===== src/rtl/branch_flag_unit_pkg.sv =====
// Shared types and constants for the branch flag unit.
package branch_flag_unit_pkg;

  typedef enum logic [1:0] {
    IDLE = 2'd0,
    EVAL = 2'd1,
    DONE = 2'd2
  } state_t;

  localparam int FLAG_OR    = 0;
  localparam int FLAG_GT    = 1;
  localparam int FLAG_ZERO  = 2;
  localparam int FLAG_NZERO = 3;
  localparam int FLAG_OVF   = 4;

endpackage


===== src/rtl/branch_flag_unit_flag_reg.sv =====
// ALU flag register with one sticky bit.
// Also exposes the forwarded view used by same-cycle evaluation.
module flag_reg
  import branch_flag_unit_pkg::*;
#(
  parameter int FLAG_W     = 5,
  parameter int STICKY_BIT = FLAG_OVF
) (
  input  logic              clk,
  input  logic              reset,
  input  logic [FLAG_W-1:0] flags_in,
  input  logic              flag_we,
  input  logic              sticky_clr,
  output logic [FLAG_W-1:0] flags_q,
  output logic [FLAG_W-1:0] flags_fwd
);

  logic [FLAG_W-1:0] flags_nxt;

  always_comb begin
    flags_nxt = flags_q;
    if (flag_we) flags_nxt = flags_in;
    // a clear wins over the old sticky value, never over new data
    if (sticky_clr)
      flags_nxt[STICKY_BIT] = flag_we & flags_in[STICKY_BIT];
    else
      flags_nxt[STICKY_BIT] = flags_q[STICKY_BIT]
                            | (flag_we & flags_in[STICKY_BIT]);
  end

  assign flags_fwd = flag_we ? flags_nxt : flags_q;

  always_ff @(posedge clk) begin
    if (reset) flags_q <= '0;
    else       flags_q <= flags_nxt;
  end

endmodule


===== src/rtl/branch_flag_unit.sv =====
// Branch condition evaluator: flag register plus
// a three-state select/evaluate/hold FSM.
module branch_flag_unit
  import branch_flag_unit_pkg::*;
#(
  parameter int FLAG_W     = 5,
  parameter int NUM_COND   = 8,
  parameter int STICKY_BIT = FLAG_OVF,
  localparam int SEL_W     = $clog2(NUM_COND)
) (
  input  logic              clk,
  input  logic              reset,
  input  logic [FLAG_W-1:0] flags_in,
  input  logic              flag_we,
  input  logic              sticky_clr,
  input  logic              eval_req,
  input  logic [SEL_W-1:0]  cond_sel,
  input  logic              cond_inv,
  output logic              eval_busy,
  output logic              taken_valid,
  output logic              taken,
  input  logic              taken_ack,
  output logic [FLAG_W-1:0] flags_q
);

  state_t            state, state_nxt;
  logic [SEL_W-1:0]  sel_q;
  logic              inv_q;
  logic              raw;
  logic [FLAG_W-1:0] flags_fwd;

  flag_reg #(
    .FLAG_W     (FLAG_W),
    .STICKY_BIT (STICKY_BIT)
  ) u_flag_reg (
    .clk        (clk),
    .reset      (reset),
    .flags_in   (flags_in),
    .flag_we    (flag_we),
    .sticky_clr (sticky_clr),
    .flags_q    (flags_q),
    .flags_fwd  (flags_fwd)
  );

  // codes past the flags: FLAG_W is "always", above is "never"
  always_comb begin
    raw = 1'b0;
    for (int i = 0; i < FLAG_W; i++)
      if (int'(sel_q) == i) raw = flags_fwd[i];
    if (int'(sel_q) == FLAG_W) raw = 1'b1;
  end

  always_comb begin
    state_nxt = state;
    unique case (state)
      IDLE:    if (eval_req) state_nxt = EVAL;
      EVAL:    state_nxt = DONE;
      DONE:    if (taken_ack) state_nxt = IDLE;
      default: state_nxt = IDLE;
    endcase
  end

  always_ff @(posedge clk) begin
    if (reset) begin
      state <= IDLE;
      sel_q <= '0;
      inv_q <= 1'b0;
      taken <= 1'b0;
    end else begin
      state <= state_nxt;
      if (state == IDLE && eval_req) begin
        sel_q <= cond_sel;
        inv_q <= cond_inv;
      end
      if (state == EVAL) taken <= raw ^ inv_q;
    end
  end

  assign eval_busy   = (state != IDLE);
  assign taken_valid = (state == DONE);

endmodule

===== config.mk =====
export PLATFORM = sky130hd
export DESIGN_NAME = branch_flag_unit
export DESIGN_NICKNAME = d
export VERILOG_FILES = /design/src/rtl/branch_flag_unit_pkg.sv /design/src/rtl/branch_flag_unit_flag_reg.sv /design/src/rtl/branch_flag_unit.sv
export SDC_FILE = /design/constraint.sdc
export NUM_CORES = 1
export LEC_CHECK = 0
export ABC_AREA = 1
export CAP_MARGIN = 20
export CORE_MARGIN = 1.5
export CORE_UTILIZATION = 35
export CTS_BUF_LIST = sky130_fd_sc_hd__clkbuf_4 sky130_fd_sc_hd__clkbuf_8 sky130_fd_sc_hd__clkbuf_16
export DETAILED_ROUTE_END_ITERATION = 8
export PLACE_DENSITY = 0.69
export SLEW_MARGIN = 30
export SYNTH_ARGS = -nofsm -noshare
export SYNTH_HDL_FRONTEND = slang
export SYNTH_SLANG_ARGS = --single-unit

===== constraint.sdc =====
create_clock -name clk -period 0.95 [get_ports clk]
set_input_delay 0.095 -clock clk [delete_from_list [all_inputs] [get_ports clk]]
set_output_delay 0.095 -clock clk [all_outputs]
set_load 0.01 [all_outputs]

==> run summary, run 1 <==
die area: 0.00190 mm2
synthesized area per cell: 6.77 um2
TNS Setup: -0.397 ns
total design power: 0.00131 W
grt met2 use: 26.5%
clk_lat worst skew: 0.27 ns
crit-path cells: buf_4, a21oi_2, nand2_1, nand2_1, nand2_2, nand4_1, nand3_1, nand2_1, inv_1
Nets: 138
routed wire length per instance: 9.72 um
total number of vias: 622
Max FO, Critical Path: 2
GR Layer Usage met1: 21.8%
Setup CP Type: reg2reg
top cells by area, synth: dfxtp_1 (42%), nand2_1 (12%), nor2_1 (9.8%)
layout cells sized above 1: 39.3%
first-pass GRT wire length: 2.40 mm
Worst-Margin Slew: 0.216 ns
CTS sink cnt: 12
filler cell count: 138
IO Count: 23
Synthesized Nets: 100
Placer Congestion: 0.858
Yosys top cell by area: dfxtp_1
critical path's largest stage delay: 0.33 ns
Die Wd: 43.6 um
Mapped Area: 576 um2
crit share post-route: 116%
setup slack after layout: -0.150 ns
combinational power share: 25.3%
met3 Track Usage GR: 3.75%
#FFs+latches synth: 12
largest net degree at the start of global routing: 9
Worst Setup Start Kind: flop
worst endpoint required time: 1.12 ns
Slew headroom: 85.6%
sequential share of power: 43.6%
fin crit period: 1.10 ns
Initial DRT Pass Iterations: 2
synthesis warning total: 0
Pwr Density: 1380 mW/mm2
global route hottest layer: met2
gr ovfl total: 0
Seq/Total Area, Yosys: 41.7%
Via density: 4.51
Final Max Slew Viols: 0
failing checks: setup timing
Clk pin slew, worst setup/hold paths: 0.08 ns
max cap viols: 0
Fmax: 909 MHz
library cells used by synthesis: 17
Max clock buf depth: 2
Switch Pwr: 0.000358 W
Most Frequent Cell on Critical Path: nand2_1
Clock Skew: 0.00277 ns
RSZ-0062 raised after global routing: true
Synth top area share: 41.7%
antenna cell count: 0
final WL: 1.34 mm
Final ANT Viol Nets: 0
Buffers on Ports: 22
most frequent cells in the layout: nand2_1 (18), inv_1 (13), clkdlybuf4s50_1 (13), nor2_1 (12), buf_4 (11)
Clock Tree Root: clkbuf_4
# setup viols final: 6
Static Leakage: 0.476 nW
chip height: 43.6 um
CORE AREA: 0.00152 mm2
clock power share: 31.2%
antenna violations before repair: 0
Row Count: 14
number of global-route vias before repair: 569
Layout Area Growth over Synthesis: 65.2%
sw frac: 27.3%
htree depth: 1
VDD IR max: 903 uV
CTS tree: done
Initial Util: 37.8%
Worst EP arrival: 1.27 ns
Total GRT Usage: 17.0%
Fin. Hold Viols: 0
DRC Markers: 0
crit end category: flop
Iter 0 DRT Violations: 10
Internal Power: 0.000955 W
Slowest cell on crit path: dfxtp_2
Hold WC Path Type: in2reg
hold_buf cts: 0
commonest non-fill, non-tap cell in the layout: nand2_1
hpwl dp: 1.03 mm
status: finished, violations left
cts bufs inserted: 3
Gate Count Post-Synth: 85
==> per-layer routing <==
| metal | share of wire [%] | vias to the layer above |
|---|---|---|
| li1 | - | 335 |
| met1 | 51 | 277 |
| met2 | 46 | 8 |
| met3 | 1.7 | 2 |
| met4 | 1.4 | 0 |
| met5 | 0 | - |
==> area by class of cell <==
cell class	instances	area, um2	area share (%)
Clock buffer	4	36.3	3.82
Inverter	18	67.6	7.11
Multi-Input combinational cell	54	289	30.4
Sequential cell	12	249	26.2
Tap cell	16	20.0	2.11
Timing Repair Buffer	34	289	30.4
==> worst max-delay path, delay by kind of cell (launching register included) <==
family	cells	cell delay, ns
buffers and inverters	2	0.16
DFF	1	0.33
AOI/OAI and AO/OA	1	0.12
and+or+nand+nor	6	0.40
==> what timing repair did <==
item / in CTS / in global routing
endpoints found under the hold margin: 0 / 0
resized for setup: 34 / 9
buffers inserted: 0 / 2
pin swaps: 1 / 0
endpoints found under the setup margin: 14 / 13
==> through the flow <==
step / hold slack (ns) / std cells / utilization (%) / setup slack, ns / instance area, um2
after global routing: 0.411 / 138 / 62.4 / -0.247 / 951
after CTS: 0.398 / 136 / 61.7 / -0.133 / 940
after detailed placement: 0.504 / 132 / 58.3 / -0.490 / 888
after global placement: 0.487 / 132 / 58.3 / -0.459 / 888
final: 0.410 / 138 / 62.4 / -0.150 / 951
after floorplan: 0.236 / 85 / - / -0.0795 / 577
==> final timing paths <==
path              cells past startpoint        to                  start  slack, ns
setup / recovery                      9     taken  u_flag_reg.flags_q[4]      -0.15
hold / removal                        3  sel_q[1]            cond_sel[1]       0.41
setup reg to reg                      9     taken  u_flag_reg.flags_q[4]      -0.15
hold reg to reg                       2     inv_q                  inv_q       0.53
==> cells by family after synthesis <==
group,count (synthesis),share of synthesized area [%]
compound gates,6,8.04
buf+inv,19,12.4
flops,12,41.7
simple gates,48,37.8
==> cell usage after synthesis (all sizes together) <==
| library cell | number |
|---|---|
| inv | 17 |
| nand4 | 1 |
| clkinv | 1 |
| nand3 | 9 |
| nor3 | 1 |
| o21ba | 1 |
| a21oi | 2 |
| nand2 | 20 |
| clkbuf | 1 |
| a211oi | 3 |
| dfxtp | 12 |
| nor2 | 17 |
==> power by group through the flow <==
stage	registers, W	clock network, W	logic [W]
after floorplan	0.000584	0	0.000144
after global placement	0.000579	0	0.000318
after detailed placement	0.000581	0	0.000322
after CTS	0.000573	0.000423	0.000320
after global routing	0.000578	0.000442	0.000370
final	0.000572	0.000410	0.000332
(Power assumes the default switching activity.)
==> run 2, diff against run 1 <==
PLACE_DENSITY = 0.68   (was 0.69)
==> run summary, run 2 (synthesis results as in run 1) <==
antenna violations before repair: 0 (unchanged)
htree depth: 1 (unchanged)
Clock Tree Root: clkbuf_4
Die Wd: 43.6 um (unchanged)
failing checks: setup timing
number of global-route vias before repair: 589 (+3.5%)
crit share post-route: 114% (-2.3 points)
CTS sink cnt: 12 (unchanged)
final WL: 1.25 mm (-6.6%)
Fmax: 927 MHz (+2.0%)
fin crit period: 1.08 ns (-0.0218 ns)
met3 Track Usage GR: 7.50% (+3.8 points)
Worst EP arrival: 1.25 ns (-0.02 ns)
largest net degree at the start of global routing: 9 (unchanged)
Max clock buf depth: 2 (unchanged)
RSZ-0062 raised after global routing: true
grt met2 use: 26.2% (-0.29 points)
commonest non-fill, non-tap cell in the layout: nand2_1
DRC Markers: 0 (unchanged)
CTS tree: done
Setup WS pre-CTS: -0.491 ns (-0.000977 ns)
Final ANT Viol Nets: 0 (unchanged)
Final Max Slew Viols: 0 (unchanged)
Buffers on Ports: 22 (unchanged)
Initial DRT Pass Iterations: 6 (+4)
Clock Skew: 0.00118 ns (-0.00159 ns)
Iter 0 DRT Violations: 5 (-5)
TNS Setup: -0.225 ns (+0.172 ns)
most frequent cells in the layout: nand2_1 (18), nor2_1 (13), clkdlybuf4s50_1 (13), inv_1 (12), buf_4 (11)
Total GRT Usage: 16.7% (-0.27 points)
Worst-Margin Slew: 0.318 ns (+0.102 ns)
antenna cell count: 0 (unchanged)
clk_lat worst skew: 0.26 ns (about the same)
die area: 0.00190 mm2 (unchanged)
crit end category: flop
Static Leakage: 0.470 nW (-1.1%)
status: finished, violations left
# setup viols final: 3 (-3)
max cap viols: 0 (unchanged)
Fin. Hold Viols: 0 (unchanged)
Nets: 139 (+0.72%)
setup slack after layout: -0.129 ns (+0.0218 ns)
Worst Setup Start Kind: flop
Max FO, Critical Path: 2 (unchanged)
hpwl dp: 1.04 mm (+0.46%)
Initial Util: 37.8% (unchanged)
Hold WC Path Type: in2reg
worst endpoint required time: 1.12 ns (about the same)
Pwr Density: 1270 mW/mm2 (-7.9%)
Slew headroom: 78.7% (-6.9 points)
Setup CP Type: reg2reg
Clk pin slew, worst setup/hold paths: 0.07 ns (about the same)
filler cell count: 146 (+5.8%)
gr ovfl total: 0 (unchanged)
cts bufs inserted: 3 (unchanged)
layout cells sized above 1: 36.9% (-2.5 points)
IO Count: 23 (unchanged)
VDD IR max: 1160 uV (+28%)
routed wire length per instance: 9.09 um (-6.6%)
Layout Area Growth over Synthesis: 62.8%
Via density: 4.40 (-2.4%)
CORE AREA: 0.00152 mm2 (unchanged)
Row Count: 14 (unchanged)
total number of vias: 607 (-2.4%)
Hold WS: 0.402 ns (-0.00747 ns)
GR Layer Usage met1: 20.7% (-1.1 points)
first-pass GRT wire length: 2.37 mm (-1.2%)
Placer Congestion: 0.770 (-10%)
global route hottest layer: met2
chip height: 43.6 um (unchanged)
[run 2: cell count changes in the layout (fill, tap and decap cells not counted), sizes merged]
cell         change
dlygate4sd2      -1
clkbuf           +1
[run 2: routing by layer]
layer	vias up	part of all wire [%]
met1	260	46
met5	-	0
met2	12	47
met4	0	1.0
li1	333	-
met3	2	5.8
[run 2: path summary, 6_finish.rpt]
path                                            start        to  slack, ns  cells past startpoint
worst max-delay path            u_flag_reg.flags_q[4]     taken      -0.13                      9
worst min register to register                  inv_q     inv_q       0.50                      2
worst min-delay path                      cond_sel[2]  sel_q[2]       0.40                      3
worst max register to register  u_flag_reg.flags_q[4]     taken      -0.13                      9
[run 2: worst max-delay path, stage by stage (launching register included)]
cell and delay, ns:
dfxtp_2 0.34, buf_6 0.12, a21oi_2 0.11, nand2_1 0.06, nand2_1 0.07, nand2_2 0.06
nand4_1 0.07, nand3_1 0.07, nand2_1 0.06, inv_1 0.03
[run 2: what timing repair did]
action                     CTS  global route
buffers inserted             1             1
resized for setup           28            15
setup endpoints to repair   14            12
hold buffers                 0             0
pin swaps                    1             0
[run 2: layout make-up]
cell class	instances	area [um2]	area share, %
repair buffers	35	297	31.6
multi-input cells	54	282	30.0
flip-flops and latches	12	249	26.6
inverters	18	67.6	7.21
clock buffers	3	22.5	2.40
well taps	16	20.0	2.14
[run 2: stage by stage]
stage               power, W  area, um2  cells  utilization, %
global route         0.00129        937    138            61.5
floorplan           0.000728        577     85               -
detailed placement  0.000903        896    133            58.8
finish               0.00119        937    138            61.5
global placement    0.000899        896    133            58.8
CTS                  0.00120        926    137            60.8
[run 2: report_power, final]
| group | internal [W] | switching (W) |
|---|---|---|
| registers | 0.000542 | 0.0000292 |
| logic | 0.000180 | 0.000146 |
| clock network | 0.000146 | 0.000150 |
| total | 0.000868 | 0.000326 |
